==> src/rtl/uart_tx_arbiter.sv <==
`default_nettype none
`timescale 1ns/1ps
// ============================================================================
//  Module      : uart_tx_arbiter
//  Description : Round-robin arbiter that shares one uart_tx among N_REQ
//                byte-stream requesters, with message locking and lock timeout.
//  Revision    : 1.0
// ============================================================================
module uart_tx_arbiter #(
    parameter int N_REQ        = 4,
    parameter int LOCK_TIMEOUT = 1000
) (
    input  logic                 clk,
    input  logic                 rst_n,
    input  logic [N_REQ-1:0]     req_valid_i,
    input  logic [8*N_REQ-1:0]   req_data_i,
    input  logic [N_REQ-1:0]     req_last_i,
    output logic [N_REQ-1:0]     req_ready_o,
    output logic [7:0]           utx_data_o,
    output logic                 utx_start_o,
    input  logic                 utx_done_i,
    output logic [N_REQ-1:0]     grant_o,
    output logic                 busy_o,
    output logic                 timeout_o
);

    localparam int          c_PTR_W    = $clog2(N_REQ);
    localparam logic [1:0]  c_IDLE     = 2'd0;
    localparam logic [1:0]  c_LAUNCH   = 2'd1;
    localparam logic [1:0]  c_SEND     = 2'd2;
    localparam logic [15:0] c_TMO_LAST = 16'(LOCK_TIMEOUT - 1);
    localparam logic [N_REQ-1:0] c_ONE = {{(N_REQ-1){1'b0}}, 1'b1};

    logic [1:0]         r_state;
    logic [c_PTR_W-1:0] r_rr_ptr;
    logic               r_lock;
    logic [c_PTR_W-1:0] r_lock_owner;
    logic [15:0]        r_tcnt;
    logic [7:0]         r_data;
    logic               r_last;
    logic               r_start;
    logic [N_REQ-1:0]   r_grant;
    logic               r_timeout;

    logic [N_REQ-1:0]   w_eligible;
    logic [N_REQ-1:0]   w_cand;
    logic [N_REQ-1:0]   w_win_oh;
    logic [c_PTR_W-1:0] w_win;
    logic               w_found;
    logic               w_accept;
    int                 w_idx;

    function automatic logic [c_PTR_W-1:0] f_next(input logic [c_PTR_W-1:0] p);
        if (int'(p) == N_REQ - 1) return '0;
        return p + c_PTR_W'(1);
    endfunction

    // While a message is locked only its owner may continue.
    assign w_eligible = r_lock ? (c_ONE << r_lock_owner) : '1;
    assign w_cand     = req_valid_i & w_eligible;

    always_comb begin
        w_win   = '0;
        w_found = 1'b0;
        w_idx   = 0;
        for (int i = 0; i < N_REQ; i++) begin
            w_idx = int'(r_rr_ptr) + i;
            if (w_idx >= N_REQ) w_idx = w_idx - N_REQ;
            if (!w_found && w_cand[w_idx]) begin
                w_found = 1'b1;
                w_win   = c_PTR_W'(w_idx);
            end
        end
    end

    assign w_win_oh = c_ONE << w_win;
    assign w_accept = (r_state == c_IDLE) && utx_done_i && w_found;

    // Ready is combinational, so it is gated by rst_n to stay low during reset.
    assign req_ready_o = (w_accept && rst_n) ? w_win_oh : '0;
    assign utx_data_o  = r_data;
    assign utx_start_o = r_start;
    assign grant_o     = r_grant;
    assign busy_o      = (r_state != c_IDLE);
    assign timeout_o   = r_timeout;

    always_ff @(posedge clk or negedge rst_n) begin
        if (!rst_n) begin
            r_state      <= c_IDLE;
            r_rr_ptr     <= '0;
            r_lock       <= 1'b0;
            r_lock_owner <= '0;
            r_tcnt       <= '0;
            r_data       <= '0;
            r_last       <= 1'b0;
            r_start      <= 1'b0;
            r_grant      <= '0;
            r_timeout    <= 1'b0;
        end else begin
            r_start   <= 1'b0;
            r_timeout <= 1'b0;
            case (r_state)
                c_IDLE: begin
                    if (w_accept) begin
                        r_data  <= req_data_i[8*int'(w_win) +: 8];
                        r_last  <= req_last_i[w_win];
                        r_grant <= w_win_oh;
                        r_tcnt  <= '0;
                        r_start <= 1'b1;
                        r_state <= c_LAUNCH;
                        if (req_last_i[w_win]) begin
                            r_lock   <= 1'b0;
                            r_rr_ptr <= f_next(w_win);
                        end else begin
                            r_lock       <= 1'b1;
                            r_lock_owner <= w_win;
                        end
                    end else if (r_lock && !req_valid_i[r_lock_owner]) begin
                        // Owner went silent mid-message: release after LOCK_TIMEOUT idle cycles.
                        if (r_tcnt == c_TMO_LAST) begin
                            r_lock    <= 1'b0;
                            r_grant   <= '0;
                            r_timeout <= 1'b1;
                            r_rr_ptr  <= f_next(r_lock_owner);
                            r_tcnt    <= '0;
                        end else begin
                            r_tcnt <= r_tcnt + 16'd1;
                        end
                    end
                end
                c_LAUNCH: r_state <= c_SEND;
                c_SEND: begin
                    if (utx_done_i) begin
                        r_state <= c_IDLE;
                        if (r_last) r_grant <= '0;
                    end
                end
                default: r_state <= c_IDLE;
            endcase
        end
    end

endmodule
`default_nettype wire

==> config.mk <==
export PLATFORM = sky130hd
export DESIGN_NAME = uart_tx_arbiter
export DESIGN_NICKNAME = d
export VERILOG_FILES = /design/src/rtl/uart_tx_arbiter.sv
export SDC_FILE = /design/constraint.sdc
export NUM_CORES = 1
export LEC_CHECK = 0
export ABC_AREA = 1
export BUFFER_PORTS_ARGS = -buffer_cell sky130_fd_sc_hd__clkbuf_2
export CELL_PAD_IN_SITES_DETAIL_PLACEMENT = 1
export CELL_PAD_IN_SITES_GLOBAL_PLACEMENT = 2
export CORE_MARGIN = 2
export CORE_UTILIZATION = 30
export DETAILED_ROUTE_END_ITERATION = 10
export GPL_TIMING_DRIVEN = 0
export MAX_ROUTING_LAYER = met4
export PLACE_DENSITY_LB_ADDON = 0.2
export SYNTH_ARGS = -nofsm -noshare
export SYNTH_HDL_FRONTEND = slang
export SYNTH_SLANG_ARGS = --single-unit
==> constraint.sdc <==
create_clock -name clk -period 2.5 [get_ports clk]
set_input_delay 0.125 -clock clk [delete_from_list [all_inputs] [get_ports clk]]
set_output_delay 0.125 -clock clk [all_outputs]
set_load 0.01 [all_outputs]
## Word level (Yosys, flattened, before mapping)

Index checks and enable logic that the tools add are counted.

| word-level totals | value |
|---|---|
| input port bits | 43 |
| output and inout port bits | 19 |
| bits in registers | 38 |

| operators by class | value |
|---|---|
| shift-type cells | 3 |
| bitwise gates (word level) | 2 |
| reduce and logical (&&, ||, !) cells | 23 |
| multiplexer cells | 69 |
| magnitude comparators | 10 |
| $add $sub $neg | 10 |
| equal/unequal tests | 11 |

Operators with widths:

| kind | number |
|---|---|
| $lt 32x4->1 const B | 4 |
| $mux 32 | 4 |
| $mux 16 | 3 |
| $mux 1 | 33 |
| $shiftx 32x6->8 | 1 |
| $mux 2 | 14 |
| $mux 4 | 7 |
| $add 16x1->16 const B | 1 |
| $eq 16x10->1 const B | 1 |
| $bmux 1 s2 | 6 |
| $sub 3x3->4 const B | 3 |
| $ge 3x3->1 const B | 3 |
| $pmux 4 s2 | 1 |
| $reduce_bool 2->1 | 4 |
| $shl 1x2->4 const A | 2 |
| $logic_and 1x1->1 | 7 |
| $add 2x2->3 const B | 2 |
| $eq 2x1->1 const B | 3 |
| $lt 2x3->1 const B | 2 |
| $ne 2x2->1 const B | 3 |
| $ne 3x2->1 const B | 2 |
| $pmux 2 s3 | 1 |
| $reduce_and 2->1 | 3 |
| $reduce_and 3->1 | 2 |
| other kinds (12) | 16 |

## Longest topological paths before layout

| logic depth | value |
|---|---|
| word-level depth | 24 |
| mapped depth | 20 |
| mapped depth without buffers | 19 |

## Worst setup path after synthesis

OpenSTA, ideal clock, no wires.

| timing | value |
|---|---|
| path type | reg2reg |
| from | reg r_lock_owner[0] |
| to | reg r_rr_ptr[1] |
| buffers on the path | 1 |
| setup slack | 265 ps |
| library setup time | 116 ps |
| cell stages (with the launch flop) | 17 |
| data arrival time | 2,119 ps |
| cell sequence | dfrtp_1 -> inv_1 -> ha_1 -> inv_1 -> nand2_1 -> nand3_1 -> nand2_1 -> nand2_1 -> nand2_1 -> nand4_2 -> o21ai_2 -> buf_4 -> ha_1 -> nand2_1 -> nand2_1 -> nand3_1 -> nand2_1 |

| on the way | value |
|---|---|
| word-level cells in the longest chain between the ends | 24 |
| elaborated cells on any way between the ends | 59 |
| those cells by class | add/sub (2); eq/ne (3); shift (1); mux (40); bitwise (1); reduce/logical (12) |

RTL lines:

| item | RTL line | text |
|---|---|---|
| start: declaration | 37 | `logic [c_PTR_W-1:0] r_lock_owner;` |
| start signal: assignment | 116 | `r_lock_owner <= w_win;` |
| $shl 1x2->4 (*) | 59 | `assign w_eligible = r_lock ? (c_ONE << r_lock_owner) : '1;` |
| $mux 4 (*) | 59 |  |
| $and 4x4->4 (*) | 60 | `assign w_cand = req_valid_i & w_eligible;` |
| $bmux 1 s2 | 69 | `if (!w_found && w_cand[w_idx]) begin` |
| $mux 1 (not written as such) (2 in series) | 69 |  |
| $mux 1 | 69 |  |
| $logic_not 1->1 | 69 |  |
| $logic_and 1x1->1 | 69 |  |
| (+7 left out) | - |  |
| via w_win[1] | 48 | `logic [c_PTR_W-1:0] w_win;` |
| $eq 2x1->1 | 54 | `if (int'(p) == N_REQ - 1) return '0;` |
| $mux 1 | 54 |  |
| $mux 1 | 111 | `if (req_last_i[w_win]) begin` |
| $mux 1 | 104 | `if (w_accept) begin` |
| $mux 1 | 102 | `case (r_state)` |
| $mux 2 | 55 | `return p + c_PTR_W'(1);` |
| $mux 2 | 111 |  |
| $mux 2 | 104 |  |
| end signal: assignment | 113 | `r_rr_ptr <= f_next(w_win);` |
| end signal: assignment | 124 | `r_rr_ptr <= f_next(r_lock_owner);` |
| end: declaration | 35 | `logic [c_PTR_W-1:0] r_rr_ptr;` |

Mark *: on every way through the listed nets, which the timed path passes. The rest lies on a longest branch. The select of a mux whose other input is x is not followed.
A chain may end at the register's enable or synchronous reset.

## Worst setup path in the final report

| timing | value |
|---|---|
| from | reg r_lock_owner[0] |
| to | out req_ready_o[0] |

| on the way | value |
|---|---|
| word-level cells in the longest chain between the ends | 19 |
| elaborated cells on any way between the ends | 33 |
| those cells by class | shift (2); mux (22); bitwise (1); reduce/logical (8) |

RTL lines:

| item | RTL line | text |
|---|---|---|
| $shl 1x2->4 (*) | 59 |  |
| $mux 4 (*) | 59 |  |
| $and 4x4->4 (*) | 60 |  |
| $bmux 1 s2 | 69 |  |
| $mux 1 (not written as such) (2 in series) | 69 |  |
| $mux 1 | 69 |  |
| $logic_not 1->1 | 69 |  |
| $logic_and 1x1->1 | 69 |  |
| (+2 left out) | - |  |
| $logic_and 1x1->1 | 69 |  |
| $mux 1 | 69 |  |
| $logic_not 1->1 | 69 |  |
| $logic_and 1x1->1 | 69 |  |
| $mux 1 | 69 |  |
| $logic_and 1x1->1 | 77 | `assign w_accept = (r_state == c_IDLE) && utx_done_i && w_found;` |
| $logic_and 1x1->1 | 80 | `assign req_ready_o = (w_accept && rst_n) ? w_win_oh : '0;` |
| $mux 4 (*) | 80 |  |
| end: declaration | 18 | `output logic [N_REQ-1:0] req_ready_o,` |

Every way passes the cells marked *; elsewhere a longest branch is shown, timed or not. The select of a mux whose other input is x is not followed.

==> impl_metrics.env <==
export IMPL_grt_max_degree=40
export IMPL_rows=34
export IMPL_grt_pass1_wl_um=14500
export IMPL_syn_num_nets=427
export IMPL_synth_edf_count=0
export IMPL_drt_iter0_drc=91
export IMPL_yosysWarningCount=0
export IMPL_synth_top_family_by_area="simple AND/OR/NAND/NOR gates"
export IMPL_antenna_left=0
export IMPL_rr_startpoint="r_lock_owner[0]"
export IMPL_worst_skew_pair_late_latency_ps=300
export IMPL_hpwl_um=6090
export IMPL_cts_htree_levels=2
export IMPL_clk_pin_slew_ps=80
export IMPL_place_port_buffers=61
export IMPL_die_h_um=98.8
export IMPL_synth_compound_area_share=0.112
export IMPL_whs_ps=-3.47
export IMPL_synth_mux_area_frac=0
export IMPL_skew_ps=6.76
export IMPL_synthFlopType="dfrtp_1"
export IMPL_vias=2909
export IMPL_layout_commonest_cell="nand2_1"
export IMPL_grt_overflow_total=0
export IMPL_drc=0
export IMPL_final_cell_mix="nand2_1 (107), clkbuf_2 (57), dfrtp_1 (36)"
export IMPL_cp_startpoint="r_lock_owner[0]"
export IMPL_dr_pass1_iters=4
export IMPL_synth_seq_cells=38
export IMPL_grt_pass1_vias=2981
export IMPL_cts_buffers=5
export IMPL_fp_dieArea_um2=9750
export IMPL_synthSimpleGateAreaFrac=0.385
export IMPL_syn_area_per_cell_um2=7.18
export IMPL_cts_tree="done"
export IMPL_worstSetupPathType="reg -> out"
export IMPL_hold_path_class="in -> async"
export IMPL_finalNetCount=536
export IMPL_synthXorXnorAreaFrac=0.0130
export IMPL_ioPinCount=62
export IMPL_cp_cell_sequence="inv_4, ha_4, inv_2, nand2_4, nand3_2, nand2_1, nand2_1, nand2_2, nand4_4, nand2_4, nand2_4, buf_6, buf_8, ha_4, inv_2, nor2_2, buf_2"
export IMPL_vdd_ir_drop_max_mv=0.639
export IMPL_cts_buffer_depth=2
export IMPL_detail_route_wl_per_cell_um=15.9
export IMPL_grt_total_usage=0.190
export IMPL_slowest_stage="dfrtp_2"
export IMPL_vias_per_cell=4.91
export IMPL_endpoint_kind="output port"
export IMPL_cp_num_buf_inv=6
export IMPL_synth_area_um2=2690
export IMPL_worst_pin_slew_ps=1030
export IMPL_power_density_nw_per_um2=1700
export IMPL_synth_seq_area_share=0.353
export IMPL_hold_viol=20
export IMPL_cpMostUsedCell="nand2_4"
export IMPL_die_w_um=98.8
export IMPL_crit_fanout=5
export IMPL_timing_fmax_mhz=382
export IMPL_relSlewSlack=0.315
export IMPL_core_area_um2=8720
export IMPL_synth_cell_type_count=37
export IMPL_root_buffer="clkbuf_8"
export IMPL_cp_top_family="simple AND/OR/NAND/NOR gates"
export IMPL_failed_checks="negative hold slack, negative setup slack"
export IMPL_critPathRequiredTime_ps=2380
export IMPL_min_period_ps=2610
export IMPL_slew_violations=0
export IMPL_pre_cts_ws_ps=-354
export IMPL_timing_final_ws_setup_ps=-114
export IMPL_antenna_found_initial=0
export IMPL_cts_hold_buffers=0
export IMPL_ys_async_sr_fraction=1.00
export IMPL_leakage_uw=0.00204
export IMPL_cpPeakStageDelay_ps=490
export IMPL_status="finished with violations"
export IMPL_rsz0062_at_grt="yes"
export IMPL_place_congestion=0.801
export IMPL_cts_num_sinks=38
export IMPL_start_util=0.309
export IMPL_drive_gt1_frac=0.464
export IMPL_finalSetupViolCount=4
export IMPL_yosys_area_share_adder=0.0418
export IMPL_nFillCells=1083
export IMPL_timing_final_crit_share=1.05
export IMPL_num_antenna_cells=0
export IMPL_start_kind="flip-flop"
export IMPL_drt_total_wl_um=9420
export IMPL_finalSetupTns_ps=-346
export IMPL_area_growth_pct=56.0
export IMPL_postSynthCellCount=375
export IMPL_cp_arrival_ps=2490
export IMPL_drv_cap=0
[metrics by stage]
step                      instance area [µm²]  utilization  total power (µW)  std cells
after global routing                     4200        0.482              7720        593
after CTS                                3730        0.427              5900        580
after global placement                   3130        0.359              4160        544
final                                    4200        0.482              7120        593
after floorplan                          2690            -              3290        375
after detailed placement                 3130        0.359              4220        544
[cells by family after synthesis]
family | after synthesis
simple gates | 219
compound gates | 53
buf+inv | 52
flops | 38
fa+ha+maj | 9
xor+xnor | 4
[registers in the layout, summed over array words and instances (netlist names)]
name and cells:
utx_start_o 1, r_lock_owner 2, r_tcnt 16, timeout_o 1
r_lock 1, utx_data_o 8, r_rr_ptr 2, grant_o 4
r_last 1, r_state 2
[Yosys cell counts (2+ instances only)]
| cell type | n | area, µm² |
|---|---|---|
| nand3_2 | 6 | 60.1 |
| buf_6 | 6 | 67.6 |
| nand2_4 | 2 | 22.5 |
| o21ai_0 | 9 | 45.0 |
| nor2_8 | 2 | 40.0 |
| inv_1 | 35 | 131 |
| nand3_1 | 29 | 145 |
| nand2_2 | 4 | 25.0 |
| inv_2 | 3 | 11.3 |
| a21oi_1 | 20 | 100 |
| inv_4 | 2 | 12.5 |
| o31ai_1 | 2 | 15.0 |
| dfrtp_1 | 38 | 951 |
| o21ai_2 | 2 | 17.5 |
| buf_2 | 3 | 15.0 |
| buf_4 | 2 | 15.0 |
| o21ai_1 | 12 | 60.1 |
| nand2_1 | 132 | 495 |
| xor2_1 | 4 | 35.0 |
| ha_1 | 9 | 113 |
| nand4_1 | 3 | 18.8 |
| a31oi_1 | 2 | 12.5 |
| nor3_1 | 11 | 55.1 |
| nor2_1 | 22 | 82.6 |
| o21a_1 | 2 | 15.0 |
| and3_1 | 2 | 12.5 |
[path summary, 6_finish.rpt]
path                                    to  slack (ps)  depth (start not counted)
min in group clk             utx_data_o[5]         150                          5
setup / recovery            req_ready_o[0]        -110                         17
setup reg to reg             utx_data_o[0]           0                         20
hold / removal                   r_tcnt[5]          -3                          1
hold reg to reg              utx_data_o[6]         500                          2
max in group asynchronous  r_lock_owner[1]        1820                          1
[power by group]
group	total [µW]	internal, µW	switching [µW]	leakage (µW)
clock	529	294	235	0.0000579
combinational	5570	2470	3100	0.00149
sequential	1030	831	195	0.000495
total	7120	3590	3530	0.00204
[cell type report]
| type | count | area [µm²] | area share |
|---|---|---|---|
| plain buffers | 11 | 121 | 0.0289 |
| multi-input cells | 287 | 2000 | 0.477 |
| well taps | 108 | 135 | 0.0322 |
| clock buffers | 5 | 68.8 | 0.0164 |
| repair buffers | 100 | 684 | 0.163 |
| flip-flops and latches | 38 | 953 | 0.227 |
| clock inverters | 3 | 40.0 | 0.00953 |
| inverters | 41 | 194 | 0.0462 |
[layer usage]
metal | track usage | part of all wire | up-vias
li1 | - | - | 1435
met1 | 0.249 | 0.45 | 1398
met2 | 0.310 | 0.49 | 62
met3 | 0.0411 | 0.046 | 14
met4 | 0.0295 | 0.013 | 0
met5 | - | 0 | -
[timing repair]
item / in CTS / in global routing
setup buffers: 28 / 10
setup endpoints to repair: 18 / 29
endpoints found under the hold margin: 0 / 0
gates cloned: 0 / 3
pin swaps: 22 / 39
resized for setup: 71 / 89
(Power assumes the default switching activity.)
